## src/rtl/uart_pkg.sv

```systemverilog
// Shared types and constants for the UART transmit scheduler.
// Optional parity state is present only with UART_TX_SCHED_PARITY_EN.
package uart_pkg;

    // Baud divisors for a 100 MHz system clock.
    localparam int B115200 = 868;
    localparam int B9600   = 10417;

`ifdef UART_TX_SCHED_PARITY_EN
    typedef enum logic [2:0] {
        IDLE  = 3'd0,
        START = 3'd1,
        DATA  = 3'd2,
        PAR   = 3'd3,
        STOP  = 3'd4
    } state_t;
`else
    typedef enum logic [2:0] {
        IDLE  = 3'd0,
        START = 3'd1,
        DATA  = 3'd2,
        STOP  = 3'd4
    } state_t;
`endif

    // Ceiling log2, usable in constant expressions.
    function automatic int clog2(input int v);
        int r;
        r = 0;
        for (int i = 0; i < 31; i++) begin
            if ((1 << i) < v) r = i + 1;
        end
        return r;
    endfunction

endpackage

```

## src/rtl/uart_baud_tick.sv

```systemverilog
// Baud tick generator: counts down from M-1 while enabled.
// Ports: clk, rst_n (async low), ena (count enable), tick (bit end).
import uart_pkg::*;

module uart_baud_tick #(
    parameter int M = B115200
) (
    input  logic clk,
    input  logic rst_n,
    input  logic ena,
    output logic tick
);

    localparam int            W   = clog2(M);
    localparam logic [W-1:0]  TOP = W'(M - 1);

    logic [W-1:0] r_cnt;

    // Held at TOP while disabled so the first tick lands M cycles
    // after enable rises.
    always_ff @(posedge clk or negedge rst_n) begin
        if (!rst_n) begin
            r_cnt <= TOP;
        end else if (!ena) begin
            r_cnt <= TOP;
        end else if (r_cnt == '0) begin
            r_cnt <= TOP;
        end else begin
            r_cnt <= r_cnt - 1'b1;
        end
    end

    assign tick = ena && (r_cnt == '0);

endmodule

```

## src/rtl/uart_tx_sched.sv

```systemverilog
// Round-robin scheduler sharing one UART transmitter among 4 requesters.
// Ports: clk, rst_n, req[4], data[32], ack[4], gnt_id[2], busy, tx.
// Macro UART_TX_SCHED_PARITY_EN adds an even parity bit before stop.
import uart_pkg::*;

module uart_tx_sched #(
    parameter int M    = B115200,
    parameter int NREQ = 4
) (
    input  logic              clk,
    input  logic              rst_n,
    input  logic [NREQ-1:0]   req,
    input  logic [8*NREQ-1:0] data,
    output logic [NREQ-1:0]   ack,
    output logic [1:0]        gnt_id,
    output logic              busy,
    output logic              tx
);

    state_t          r_state;
    logic            r_tx;
    logic            r_busy;
    logic [NREQ-1:0] r_ack;
    logic [1:0]      r_gnt;
    logic [1:0]      r_rr_ptr;
    logic [7:0]      r_shift;
    logic [2:0]      r_idx;
`ifdef UART_TX_SCHED_PARITY_EN
    logic            r_par;
`endif

    logic            w_ena;
    logic            w_tick;
    logic            w_any;
    logic [1:0]      w_sel;
    logic [7:0]      w_byte;

    assign w_ena = (r_state != IDLE);

    uart_baud_tick #(.M(M)) u_baud (
        .clk   (clk),
        .rst_n (rst_n),
        .ena   (w_ena),
        .tick  (w_tick)
    );

    // First requesting index at or after rr_ptr; scanning offsets
    // downwards lets the smallest offset win.
    always_comb begin
        w_any = |req;
        w_sel = r_rr_ptr;
        for (int k = NREQ - 1; k >= 0; k--) begin
            if (req[r_rr_ptr + 2'(k)]) w_sel = r_rr_ptr + 2'(k);
        end
    end

    assign w_byte = data[{w_sel, 3'b000} +: 8];

    always_ff @(posedge clk or negedge rst_n) begin
        if (!rst_n) begin
            r_state  <= IDLE;
            r_tx     <= 1'b1;
            r_busy   <= 1'b0;
            r_ack    <= '0;
            r_gnt    <= 2'd0;
            r_rr_ptr <= 2'd0;
            r_shift  <= 8'd0;
            r_idx    <= 3'd0;
`ifdef UART_TX_SCHED_PARITY_EN
            r_par    <= 1'b0;
`endif
        end else begin
            r_ack <= '0;
            unique case (r_state)
                IDLE: begin
                    if (w_any) begin
                        r_state <= START;
                        r_shift <= w_byte;
                        r_gnt   <= w_sel;
                        r_ack   <= NREQ'(1) << w_sel;
                        r_busy  <= 1'b1;
                        r_tx    <= 1'b0;
`ifdef UART_TX_SCHED_PARITY_EN
                        r_par   <= ^w_byte;
`endif
                    end
                end
                START: begin
                    if (w_tick) begin
                        r_state <= DATA;
                        r_tx    <= r_shift[0];
                        r_shift <= {1'b0, r_shift[7:1]};
                        r_idx   <= 3'd0;
                    end
                end
                DATA: begin
                    if (w_tick) begin
                        if (r_idx == 3'd7) begin
`ifdef UART_TX_SCHED_PARITY_EN
                            r_state <= PAR;
                            r_tx    <= r_par;
`else
                            r_state <= STOP;
                            r_tx    <= 1'b1;
`endif
                        end else begin
                            r_idx   <= r_idx + 3'd1;
                            r_tx    <= r_shift[0];
                            r_shift <= {1'b0, r_shift[7:1]};
                        end
                    end
                end
`ifdef UART_TX_SCHED_PARITY_EN
                PAR: begin
                    if (w_tick) begin
                        r_state <= STOP;
                        r_tx    <= 1'b1;
                    end
                end
`endif
                STOP: begin
                    if (w_tick) begin
                        r_state  <= IDLE;
                        r_busy   <= 1'b0;
                        r_rr_ptr <= r_gnt + 2'd1;
                    end
                end
                default: begin
                    r_state <= IDLE;
                    r_tx    <= 1'b1;
                    r_busy  <= 1'b0;
                end
            endcase
        end
    end

    assign ack    = r_ack;
    assign gnt_id = r_gnt;
    assign busy   = r_busy;
    assign tx     = r_tx;

endmodule
```

## config.mk

```make
export PLATFORM = sky130hd
export DESIGN_NAME = uart_tx_sched
export DESIGN_NICKNAME = d
export VERILOG_FILES = /design/src/rtl/uart_pkg.sv /design/src/rtl/uart_baud_tick.sv /design/src/rtl/uart_tx_sched.sv
export SDC_FILE = /design/constraint.sdc
export NUM_CORES = 1
export LEC_CHECK = 0
export ABC_CLOCK_PERIOD_IN_PS = 2540
export BUFFER_PORTS_ARGS = -buffer_cell sky130_fd_sc_hd__buf_2
export CORE_MARGIN = 5
export CORE_UTILIZATION = 49
export DETAILED_ROUTE_END_ITERATION = 8
export GPL_TIMING_DRIVEN = 0
export PLACE_DENSITY = 0.78
export SLEW_MARGIN = 20
export SYNTH_ARGS = -nofsm -noshare
export SYNTH_HDL_FRONTEND = slang
export SYNTH_SLANG_ARGS = --single-unit
```

## constraint.sdc

```tcl
create_clock -name clk -period 2.54 [get_ports clk]
set_input_delay 0.254 -clock clk [delete_from_list [all_inputs] [get_ports clk]]
set_output_delay 0.254 -clock clk [all_outputs]
set_load 0.02 [all_outputs]
```

==> impl_metrics.py <==
metrics = {
    "pwr": {
        "power.static_leakage_nw": 1.17,
        "ir_drop_v": 0.000346,
        "power_density_nw_per_um2": 763,
    },
    "global_route": {
        "antenna_found_initial": 0,
        "grt_pass1_wl_mm": 7.25,
        "met2_usage": 0.301,
        "grt_pass1_vias": 1706,
        "grt_use_total": 0.172,
        "grt_max_degree": 35,
        "busiest_layer": "met2",
        "overflow": 0,
        "grtUsageMet1": 0.203,
        "grtUsageMet3": 0.0383,
    },
    "run_status": {
        "status": "complete, no violations",
    },
    "clocking": {
        "cts_tree": "built",
        "path_clk_slew_ps": 70,
        "cts_made_buffers": 5,
        "clock_sinks": 34,
        "cts-resized-gates": 0,
        "htreeDepth": 2,
        "cts.path.max_buffers": 2,
        "clock_latency_ps": 280,
        "hold_buffers": 0,
        "post_cts_buffers": 0,
        "ctsRootBufferMaster": "clkbuf_8",
    },
    "yosys": {
        "synth.area.top_cells": "dfrtp_1 (34%), dfstp_2 (9.3%), mux2i_1 (7.1%)",
        "postSynth.asyncResetShare": 1.00,
        "yosys.area.top_type": "dfrtp_1",
        "synth-main-ff-cell": "dfrtp_1",
        "synth_fp_nets": 248,
        "synthDominantCellAreaShare": 0.342,
        "avgSynthCellArea_um2": 9.55,
        "synth.distinct_cells": 43,
        "synth_edf_count": 0,
        "yosysWarnings": 0,
        "netlist_area_um2": 1980,
        "ys_seq_elements": 34,
        "ys_seq_area_frac": 0.435,
        "synth_cells": 207,
    },
    "timing": {
        "min_period_over_period": 0.849,
        "tns_ps": 0,
        "slew_headroom": 0.418,
        "setup_viol": 0,
        "setup_slack_ps": 383,
        "rsz0062_at_grt": "false",
        "clock.fmax_mhz": 464,
        "final_max_slew_viol_count": 0,
        "worst_pin_slew_ps": 871,
        "period_minus_slack_ps": 2160,
        "finalHoldViolations": 0,
        "fin_skew_ps": 4.45,
    },
    "place": {
        "place.gp.congestion": 0.815,
        "post-place-cells": 302,
        "placed_area_um2": 2260,
        "dp_hpwl_mm": 3.10,
        "io_buffers": 45,
        "pre_cts_ws_ps": 400,
    },
    "layout": {
        "final_common_cell": "buf_2",
        "layout.nets": 300,
        "final_cell_count_no_fill": 310,
        "drive_gt1_frac": 0.296,
        "final_cell_mix": "buf_2 (50), dfrtp_1 (27), nand2_1 (19)",
        "syn_to_final_growth_pct": 19.9,
        "diodes": 0,
        "final_area_um2": 2370,
        "n_fill_cell": 340,
    },
    "floorplanning": {
        "start_util": 0.501,
        "rows": 23,
        "core_area_um2": 3940,
        "dieArea_um2": 5400,
        "die_x_um": 73.5,
        "ios": 46,
        "die_y_um": 73.5,
    },
    "worst_setup_path": {
        "cp-end-kind": "flop",
        "start_kind": "flop",
        "ff2ff_path_depth": 10,
        "r2r_end": "r_shift[4]",
        "path_class": "reg2reg",
        "crit_arrival_ps": 2330,
        "critPathMaxFanout": 8,
        "timing.rr.start": "r_idx[0]",
        "r2r_setup_slack_ps": 380,
        "worstPathRequired_ps": 2710,
    },
    "hold_path": {
        "hold_path_class": "in2async",
    },
    "detailed_routing": {
        "via_count": 1672,
        "drtIter0Drc": 64,
        "remaining_drc_errors": 0,
        "first_pass_iters": 4,
        "via_per_inst": 5.39,
        "wl_per_cell_um": 13.1,
        "wirelength_mm": 4.06,
        "final_antenna_net_count": 0,
    },
    "job": {
        "max-cap-violations": 0,
    },
}
==> cell type report <==
cell class                 instances  area [um2]  share of cell area
clock inverter                     1        30.0              0.0127
inverter                           6        22.5             0.00950
clock buffer                       7        76.3              0.0322
timing repair buffer              45         225              0.0950
buffer                             9        47.5              0.0201
multi-input combinational        158        1050               0.442
sequential                        34         860               0.363
tap                               50        62.6              0.0264
==> stage by stage <==
stage,hold slack (ps),total power [W],util
after floorplan,-41.6,0.00119,-
after global placement,353,0.00131,0.574
final,22.6,0.00181,0.601
after detailed placement,364,0.00134,0.574
after global routing,96.4,0.00193,0.601
after CTS,51.8,0.00183,0.601
==> metal layers <==
layer	share of wire	up-vias
met1	0.44	777
met3	0.049	6
met2	0.49	46
li1	-	843
met4	0.018	0
met5	0	-
==> cell families (layout without fill, tap and decap cells) <==
kind of cell             count (synthesis)  after routing  synth area share
AO/OA/AOI/OAI                           47             47             0.139
flip-flops                              34             34             0.435
AND/OR/NAND/NOR                         78             78             0.215
XOR/XNOR                                 8              8            0.0354
buffers and inverters                   15             68            0.0354
adder cells (fa/ha/maj)                  3              3            0.0190
multiplexers                            22             22             0.122
==> cell usage after synthesis (2+ instances only) <==
master / n
xor2_1: 4
inv_1: 6
nor2_1: 18
nor2b_1: 6
and3_1: 9
o21ai_0: 8
nand3_1: 5
nor4_1: 3
or4_1: 2
mux2i_1: 14
buf_2: 5
xnor2_1: 4
dfstp_2: 7
clkbuf_1: 3
a31oi_1: 2
nor3_1: 3
ha_1: 3
o21ai_1: 10
o22ai_1: 2
nand2_1: 19
nand2b_1: 3
nor3b_1: 2
dfrtp_1: 27
mux2_2: 7
a21oi_1: 17
==> worst max-delay path: stages, from the launching register on <==
cell	delay (ps)
dfrtp_1	400
ha_1	210
ha_1	240
nor3b_1	190
o21bai_1	120
or2_1	220
buf_2	160
and2_4	160
buf_6	130
a21oi_1	150
o21ai_1	80
==> worst max path at each step <==
stage,from,to,cells after the start
floorplan,r_idx[0],r_shift[7],9
global placement,r_idx[0],r_shift[6],10
detailed placement,r_idx[0],r_shift[4],10
CTS,r_idx[0],r_shift[4],10
global route,r_idx[0],r_shift[5],10
finish,r_idx[0],r_shift[4],10
==> state kept, by name (all words and copies together), names as in the netlist <==
| signal | cells |
|---|---|
| r_idx | 3 |
| r_rr_ptr | 2 |
| gnt_id | 2 |
| busy | 1 |
| r_state | 3 |
| ack | 4 |
| r_shift | 8 |
| u_baud.r_cnt | 10 |
| tx | 1 |
==> where the power goes <==
part | switching (W) | total, W | internal, W
Combinational | 0.000218 | 0.000435 | 0.000216
Clock | 0.000187 | 0.000480 | 0.000293
Sequential | 0.000156 | 0.000894 | 0.000737
No activity file was read; power rests on OpenSTA's default activity.
